`config.mk`:
```
export PLATFORM = sky130hd
export DESIGN_NAME = ex_stage_unit
export DESIGN_NICKNAME = d
export VERILOG_FILES = /design/src/rtl/ex_pkg.sv /design/src/rtl/alu_core.sv /design/src/rtl/ex_stage_unit.sv
export SDC_FILE = /design/constraint.sdc
export NUM_CORES = 1
export LEC_CHECK = 0
export ABC_AREA = 1
export ABC_CLOCK_PERIOD_IN_PS = 3300
export BUFFER_PORTS_ARGS = -buffer_cell sky130_fd_sc_hd__buf_4
export CAP_MARGIN = 30
export CORE_MARGIN = 4
export CORE_UTILIZATION = 40
export DETAILED_ROUTE_END_ITERATION = 10
export GPL_ROUTABILITY_DRIVEN = 0
export PLACE_DENSITY = 0.62
export SLEW_MARGIN = 20
export SYNTH_ARGS = -nofsm -noshare
export SYNTH_HDL_FRONTEND = slang
export SYNTH_SLANG_ARGS = --single-unit
```
`constraint.sdc`:
```
create_clock -name clk -period 3.3 [get_ports clk]
set_input_delay 0.33 -clock clk [delete_from_list [all_inputs] [get_ports clk]]
set_output_delay 0.33 -clock clk [all_outputs]
set_load 0.01 [all_outputs]
```
`src/rtl/ex_pkg.sv`:
```
// Shared constants for the MIPS execute stage: ALU operation codes,
// the opcode/funct values the destination decoder needs, and the pipeline bubble.
package ex_pkg;

  localparam logic [3:0] ALU_AND  = 4'b0000;
  localparam logic [3:0] ALU_OR   = 4'b0001;
  localparam logic [3:0] ALU_ADD  = 4'b0010;
  localparam logic [3:0] ALU_XOR  = 4'b0011;
  localparam logic [3:0] ALU_NOR  = 4'b0100;
  localparam logic [3:0] ALU_SLL  = 4'b0101;
  localparam logic [3:0] ALU_SUB  = 4'b0110;
  localparam logic [3:0] ALU_SLT  = 4'b0111;
  localparam logic [3:0] ALU_SRL  = 4'b1000;
  localparam logic [3:0] ALU_SRA  = 4'b1001;
  localparam logic [3:0] ALU_SLTU = 4'b1010;
  localparam logic [3:0] ALU_LUI  = 4'b1011;
  localparam logic [3:0] ALU_BEQ  = 4'b1100;
  localparam logic [3:0] ALU_BNE  = 4'b1101;
  localparam logic [3:0] ALU_BLEZ = 4'b1110;
  localparam logic [3:0] ALU_BGTZ = 4'b1111;

  localparam logic [5:0] OP_RTYPE = 6'b000000;
  localparam logic [5:0] OP_LW    = 6'b100011;
  localparam logic [5:0] OP_JAL   = 6'b000011;
  localparam logic [5:0] FUNCT_JR = 6'b001000;

  localparam logic [31:0] BUBBLE  = 32'd32;

  localparam logic [4:0] REG_RA   = 5'd31;

  // Logical immediates are zero-extended; every other immediate is sign-extended.
  function automatic logic is_logical_op(input logic [3:0] aluop);
    return (aluop == ALU_AND) || (aluop == ALU_OR) || (aluop == ALU_XOR);
  endfunction

endpackage

```
`src/rtl/alu_core.sv`:
```
// Purely combinational MIPS ALU: operand2 selection, the sixteen operations,
// compare flags and branch condition.
module alu_core
  import ex_pkg::*;
#(
  parameter int XLEN = 32
) (
  input  logic [XLEN-1:0] op_a,
  input  logic [XLEN-1:0] op_b,
  input  logic [15:0]     imm,
  input  logic [4:0]      shamt,
  input  logic [3:0]      aluop,
  input  logic            alu_src,
  output logic [XLEN-1:0] result,
  output logic            zero,
  output logic            lt,
  output logic            gt,
  output logic            branch_cond
);

  logic [XLEN-1:0] operand2;
  logic            ltu;

  always_comb begin
    if (!alu_src) begin
      operand2 = op_b;
    end else if (is_logical_op(aluop)) begin
      operand2 = {{(XLEN-16){1'b0}}, imm};
    end else begin
      operand2 = {{(XLEN-16){imm[15]}}, imm};
    end
  end

  assign lt  = $signed(op_a) < $signed(operand2);
  assign gt  = $signed(op_a) > $signed(operand2);
  assign ltu = op_a < operand2;

  // NOTE: every output of a combinational block gets a default first, so no
  // path through the case can leave it unassigned and infer a latch.
  always_comb begin
    result = op_a - operand2;
    unique case (aluop)
      ALU_AND:  result = op_a & operand2;
      ALU_OR:   result = op_a | operand2;
      ALU_ADD:  result = op_a + operand2;
      ALU_XOR:  result = op_a ^ operand2;
      ALU_NOR:  result = ~(op_a | operand2);
      ALU_SLL:  result = operand2 << shamt;
      ALU_SUB:  result = op_a - operand2;
      ALU_SLT:  result = {{(XLEN-1){1'b0}}, lt};
      ALU_SRL:  result = operand2 >> shamt;
      ALU_SRA:  result = $signed(operand2) >>> shamt;
      ALU_SLTU: result = {{(XLEN-1){1'b0}}, ltu};
      ALU_LUI:  result = operand2 << 16;
      default:  result = op_a - operand2;
    endcase
  end

  assign zero = (result == '0);

  always_comb begin
    branch_cond = 1'b0;
    case (aluop)
      ALU_BEQ:  branch_cond = zero;
      ALU_BNE:  branch_cond = !zero;
      ALU_BLEZ: branch_cond = lt | zero;
      ALU_BGTZ: branch_cond = gt;
      default:  branch_cond = 1'b0;
    endcase
  end

endmodule

```
`src/rtl/ex_stage_unit.sv`:
```
// Execute stage: ALU, branch-target adder, destination-register decoder and
// the EX/MEM pipeline register bank.
module ex_stage_unit
  import ex_pkg::*;
#(
  parameter int XLEN = 32
) (
  input  logic            clk,
  input  logic            rst,
  input  logic [31:0]     instr,
  input  logic [31:0]     next_pc,
  input  logic [XLEN-1:0] op_a,
  input  logic [XLEN-1:0] op_b,
  input  logic [3:0]      aluop,
  input  logic            alu_src,
  input  logic            flush,
  output logic [XLEN-1:0] alu_result,
  output logic            zero,
  output logic            lt,
  output logic            gt,
  output logic            branch_cond,
  output logic [31:0]     branch_target,
  output logic [4:0]      ws,
  output logic            we,
  output logic [XLEN-1:0] exmem_alu_result,
  output logic [XLEN-1:0] exmem_b,
  output logic [4:0]      exmem_ws,
  output logic            exmem_we,
  output logic [31:0]     exmem_next_pc
);

  logic [5:0] opcode;
  logic [5:0] funct;
  logic [4:0] dec_ws;
  logic       dec_we;
  logic       unused_rs;

  assign opcode    = instr[31:26];
  assign funct     = instr[5:0];
  assign unused_rs = ^instr[25:21];

  alu_core #(.XLEN(XLEN)) u_alu (
    .op_a        (op_a),
    .op_b        (op_b),
    .imm         (instr[15:0]),
    .shamt       (instr[10:6]),
    .aluop       (aluop),
    .alu_src     (alu_src),
    .result      (alu_result),
    .zero        (zero),
    .lt          (lt),
    .gt          (gt),
    .branch_cond (branch_cond)
  );

  assign branch_target = next_pc + {{14{instr[15]}}, instr[15:0], 2'b00};

  // Plain case uses 4-state equality, so an X/Z opcode bit matches no item
  // and falls to the no-write default.
  always_comb begin
    dec_ws = 5'd0;
    dec_we = 1'b0;
    case (opcode)
      OP_RTYPE: begin
        dec_ws = instr[15:11];
        dec_we = (funct != FUNCT_JR);
      end
      6'b001000, 6'b001001, 6'b001010, 6'b001011,
      6'b001100, 6'b001101, 6'b001110, 6'b001111,
      OP_LW: begin
        dec_ws = instr[20:16];
        dec_we = 1'b1;
      end
      OP_JAL: begin
        dec_ws = REG_RA;
        dec_we = 1'b1;
      end
      default: begin
        dec_ws = 5'd0;
        dec_we = 1'b0;
      end
    endcase
  end

  // $zero is never a real destination; this also makes BUBBLE a no-write.
  assign ws = dec_ws;
  assign we = dec_we && (dec_ws != 5'd0);

  logic [XLEN-1:0] alu_result_d, alu_result_q;
  logic [XLEN-1:0] b_d,          b_q;
  logic [4:0]      ws_d,         ws_q;
  logic            we_d,         we_q;
  logic [31:0]     next_pc_d,    next_pc_q;

  always_comb begin
    alu_result_d = alu_result;
    b_d          = op_b;
    ws_d         = ws;
    we_d         = we;
    next_pc_d    = next_pc;
    if (flush) begin
      alu_result_d = '0;
      b_d          = '0;
      ws_d         = 5'd0;
      we_d         = 1'b0;
      next_pc_d    = 32'd0;
    end
  end

  // NOTE: state registers use non-blocking assignments so every flop samples
  // its pre-edge _d value regardless of statement order.
  always_ff @(posedge clk or posedge rst) begin
    if (rst) begin
      alu_result_q <= '0;
      b_q          <= '0;
      ws_q         <= 5'd0;
      we_q         <= 1'b0;
      next_pc_q    <= 32'd0;
    end else begin
      alu_result_q <= alu_result_d;
      b_q          <= b_d;
      ws_q         <= ws_d;
      we_q         <= we_d;
      next_pc_q    <= next_pc_d;
    end
  end

  assign exmem_alu_result = alu_result_q;
  assign exmem_b          = b_q;
  assign exmem_ws         = ws_q;
  assign exmem_we         = we_q;
  assign exmem_next_pc    = next_pc_q;

endmodule

```
# Yosys cells after proc, flatten, opt, wreduce, memory -nomap -nowiden
# Cells that the tools add are included.
dict set report totals {
  inputBits 136
  register_bits 102
  wordCells 65
}
dict set report classes {
  shifts 3
  n_eq_ne 25
  mux 11
  bitwise 5
  n_addsub 3
  n_lt_le_gt_ge 3
  reduce_logical 10
}
# cell n
set ops {}
lappend ops {{32-bit one-hot mux with 11 select lines} 1}
lappend ops {{32-bit two-way mux} 5}
lappend ops {{32-bit adder} 2}
lappend ops {{32-bit less-than comparator} 2}
lappend ops {{6-bit by 4-bit equality test with 1-bit output (second input constant)} 8}
lappend ops {{32-bit AND} 1}
lappend ops {{4-bit equality test (second input constant)} 8}
lappend ops {{32-bit > comparator} 1}
lappend ops {{32-bit zero test} 1}
lappend ops {{32-bit NOT} 1}
lappend ops {{32-bit OR} 1}
lappend ops {{32-bit by 5-bit left shift with 32-bit output} 1}
lappend ops {{32-bit by 5-bit >> shifter with 32-bit output} 1}
lappend ops {{32-bit by 5-bit >>> shifter with 32-bit output} 1}
lappend ops {{32-bit subtractor} 1}
lappend ops {{32-bit bitwise XOR} 1}
lappend ops {{5-bit one-hot mux with 3 select lines} 1}
lappend ops {{4-bit by 3-bit equality test with 1-bit output (second input constant)} 3}
lappend ops {{10-bit OR reduction} 1}
lappend ops {{9-bit OR reduction} 1}
lappend ops {{4-bit by 2-bit equality test with 1-bit output (second input constant)} 2}
lappend ops {{6-bit by 2-bit equality test with 1-bit output (second input constant)} 1}
lappend ops {{6-bit equality test (second input constant)} 1}
lappend ops {{6-bit zero test} 1}
lappend ops {{other kinds (12)} 13}

# Depth between registers and ports, before layout
dict set report logic_depth {
  depth_word 11
  ltp_mapped 30
}

# Modules after synthesis
# A second synthesis with hierarchy kept.
dict set report hier_totals {
  hier_cells 2997
  area_unflattened_um2 16509.6
}
# module area_per_inst_um2 cells_each n_inst seq_area_each_um2
set by_module_without_submodules {}
lappend by_module_without_submodules {alu_core 11014.3 2264 1 0.0}
lappend by_module_without_submodules {ex_stage_unit 5495.3 733 1 2552.4}

# Worst setup path before layout
# Ideal clock, no wire load.
dict set report synth_timing {
  path_kind {input to output}
  start {in instr[6]}
  end {out branch_cond}
  path_buffers 2
  arrival_ns 3.192
  path_slack_ns -0.222
  stages 28
  path_cell_list {buf_2 -> inv_2 -> buf_1 -> a21oi_1 -> inv_1 -> ha_1 -> nor2_1 -> inv_1 -> nor2_1 -> inv_1 -> o21ai_1 -> nand2_1 -> nand2_1 -> nand2_1 -> nand2_1 -> xor2_1 -> nand2_1 -> nand3_1 -> nand2_1 -> nand2_1 -> nor2_1 -> nand2_1 -> nor2_2 -> nand2_2 -> nand2_1 -> nand2_1 -> inv_2 -> nand3_2}
}
# element line
set synth_lines {}
lappend synth_lines {{from (decl)} ex_stage_unit.sv:10} ;# input logic [31:0] instr,
lappend synth_lines {{32-bit two-way mux (*)} alu_core.sv:27} ;# end else if (is_logical_op(aluop)) begin
lappend synth_lines {{32-bit two-way mux (*)} alu_core.sv:25} ;# if (!alu_src) begin
lappend synth_lines {{32-bit less-than comparator (*)} alu_core.sv:34} ;# assign lt = $signed(op_a) < $signed(operand2);
lappend synth_lines {{via lt} ex_stage_unit.sv:19} ;# output logic lt,
lappend synth_lines {{32-bit one-hot mux with 11 select lines} alu_core.sv:42} ;# unique case (aluop)
lappend synth_lines {{32-bit zero test} alu_core.sv:59} ;# assign zero = (result == '0);
lappend synth_lines {{1-bit OR / 1-bit zero test (equally long branches)} {alu_core.sv:66, alu_core.sv:65}}
lappend synth_lines {{1-bit one-hot mux with 4 select lines (*)} alu_core.sv:63} ;# case (aluop)
lappend synth_lines {{to (decl)} ex_stage_unit.sv:21} ;# output logic branch_cond,
# Mark *: on every way through the listed nets, which the timed path passes. The rest lies on a longest branch.

# Final worst setup path
dict set report layout_timing {
  start {in alu_src}
  end {out branch_cond}
}
dict set report layout_via {
  elab_chain_cells 7
}
# element line
set layout_lines {}
lappend layout_lines {{from (decl)} ex_stage_unit.sv:15} ;# input logic alu_src,
lappend layout_lines {{32-bit two-way mux (*)} alu_core.sv:25}
lappend layout_lines {{parallel branches: the longest is 5 deep, another holds 32-bit subtractor} -}
lappend layout_lines {{1-bit one-hot mux with 4 select lines (*)} alu_core.sv:63}
# Mark *: on every way between the ends.

==> results.yml <==
placed_design:
  hpwl_um: 65800
  portBuffers: 306
setup_path:
  cp_common_cell: "nand2_1"
  critPathMaxStageDelay_ps: 380
  startpoint: "alu_src"
  path_buf_inv: 8
  crit_path_start_kind: "input port"
  crit_family: "simple AND/OR/NAND/NOR gates"
  arrival_ps: 3980
  crit_slowest_cell: "fa_2"
  worstPathRequired_ps: 2970
  critPathCaptureType: "output port"
  critical_path.max_fanout: 5
  crit_type: "input port to output port"
flow_run:
  cap_violations: 0
timing:
  drv_slew: 0
  fmax_ghz: 0.2318
  fin_crit_ps: 4314
  slew_headroom_pct: 51.24
  setup_ws_ps: -1014
  setup_tns_ps: -5011
  tightestPinTransition_ps: 731.4
  finalHoldViolations: 0
  rsz0062_at_grt: "yes"
  hold_ws_ps: 142.7
  fin_crit_sh_pct: 130.7
  setup_viol_count_final: 16
drt:
  wl_per_cell_um: 21.38
  drt_wl_total_um: 85580
  drcViolationCount: 0
  via_per_inst: 5.786
  first_pass_iters: 7
  drt_iter0_drc: 3231
  postRouteAntennaNets: 0
  vias: 23160
synthesis:
  ys_types: 58
  syn_nets: 2914
  netlist_instances: 2650
  synth_seq_cells: 102
  async_flop_share_pct: 100.0
  avgSynthCellArea_um2: 5.744
  synth_edf_count: 0
  synth_top_flop_cell: "dfrtp_1"
  synth_area_mm2: 0.01522
  ys_seq_area_share_pct: 16.77
  yosys_warnings: 0
die:
  num_io_pins: 312
  rows: 71
  die_y_um: 203.1
  initial_core_util_pct: 40.51
  fp.coreArea_mm2: 0.03758
  chipWidth_um: 203.1
  die_area_mm2: 0.04124
hold_path:
  hold_start: "next_pc[20]"
  hp-class: "input port to register"
status:
  status: "finished with violations"
  violations: "setup timing"
power_and_ir_drop:
  max-vdd-ir-drop_mv: 0.2903
  power.leakage_uw: 0.01356
  powerDensity_mw_per_mm2: 309.0
finish:
  synthToLayoutAreaGrowth_pct: 68.20
  post-route-util_pct: 68.13
  n_antenna_cell: 0
  nets: 3751
  drive_gt1_share_pct: 41.78
clock_network:
  cts_buffer_depth: 2
  cts_made_buffers: 9
  clkSinkCount: 102
  tritoncts: "done"
  cts_root_buf: "clkbuf_16"
  clk_pin_slew_ps: 80
  htree_levels: 3
global_route:
  grt_pass1_wl_um: 121900
  antenna_found_initial: 1
  grt_start_max_net_pins: 67
  grtUsageTotal_pct: 37.69
  grt_pass1_vias: 21720
  grt_overflow: 0
stage by stage:
stage	worst slack [ps]	total power, uW	instances	instance area, um2
floorplan	1.565	3379	2650	15310
global placement	-1107	5558	3907	22050
detailed placement	-1207	5602	3907	22050
CTS	-660.6	7271	3971	24200
global route	-1165	8261	4003	25600
finish	-1014	7911	4003	25600
synth_stat cells, types with 6 or more instances:
cell	number	share of area (%)
o211ai_1	10	0.49
a211oi_1	9	0.44
o21bai_1	6	0.30
inv_2	16	0.39
a221oi_1	12	0.69
o22ai_1	10	0.41
clkbuf_1	43	1.1
nand2_1	654	16
o21a_1	8	0.39
buf_2	41	1.3
o21ai_0	127	4.2
nand3_2	19	1.2
a21oi_1	162	5.3
nor2_2	6	0.25
xnor2_1	11	0.63
nand2_2	12	0.49
nand3_1	402	13
ha_1	125	10
dfrtp_1	102	17
xor2_1	22	1.3
nor3_1	32	1.1
o21ai_1	21	0.69
buf_1	22	0.54
inv_1	359	8.9
nand4_1	32	1.3
nor2_1	308	7.6
a2111oi_0	6	0.35
power by group:
part           switching [uW]  total (uW)  internal (uW)
registers                24.1        1360           1330
clock network             562        1180            622
logic                    3010        5370           2350
total                    3600        7910           4310
routing by layer:
metal	global-route usage, %	wire [um]
met1	47.63	31460
met4	22.65	6557
met5	0	13
met3	8.545	10540
met2	58.78	37020
repair_timing:
action | CTS | global route
hold buffers | 0 | 1
gates cloned | 4 | 1
endpoints found under the setup margin | 39 | 48
buffers inserted | 46 | 31
pin swaps | 78 | 158
endpoints found under the hold margin | 0 | 10
gates resized for setup | 359 | 329
kinds of logic (layout without fill, tap and decap cells):
group / after synthesis / in the layout / share of synthesized area, %
multiplexers: 1 / 1 / 0.06577
adder cells (fa/ha/maj): 128 / 128 / 10.67
XOR/XNOR: 33 / 33 / 1.899
AO/OA/AOI/OAI: 405 / 405 / 15.12
flip-flops: 102 / 102 / 16.77
AND/OR/NAND/NOR: 1490 / 1490 / 42.72
buffers and inverters: 491 / 1333 / 12.76
layout by cell type (no fill, tap or decap), types with 19 or more instances in the layout:
cell type,count
a21oi_1,99
a21oi_2,50
buf_12,19
buf_4,859
buf_6,54
dfrtp_1,102
ha_1,75
ha_4,34
inv_1,305
inv_2,59
nand2_1,563
nand2_2,78
nand2_4,24
nand3_1,365
nand3_2,38
nand3_4,22
nand4_1,32
nor2_1,237
nor2_2,46
nor2_4,32
o21ai_0,72
o21ai_1,44
o21ai_2,26
xor2_1,21
worst paths after layout:
check	end	slack, ps	cells past startpoint
max in group asynchronous	exmem_next_pc[16]	1960	5
worst min-delay path	exmem_next_pc[20]	140	3
min in group asynchronous	exmem_next_pc[1]	420	3
worst max-delay path	branch_cond	-1010	28
layout make-up:
type / count / area, um2
repair buffers: 942 / 7654
clock inverters: 6 / 76.32
clock buffers: 10 / 239.0
fillers: 3132 / 11980
flip-flops and latches: 102 / 2552
inverters: 375 / 1445
multi-input cells: 2057 / 13000
well taps: 511 / 639.4
state kept, by name (all words and copies together) (netlist names):
register,cells
exmem_alu_result,32
exmem_b,32
exmem_next_pc,32
exmem_we,1
exmem_ws,5
Power figures use the tool's default switching activity.
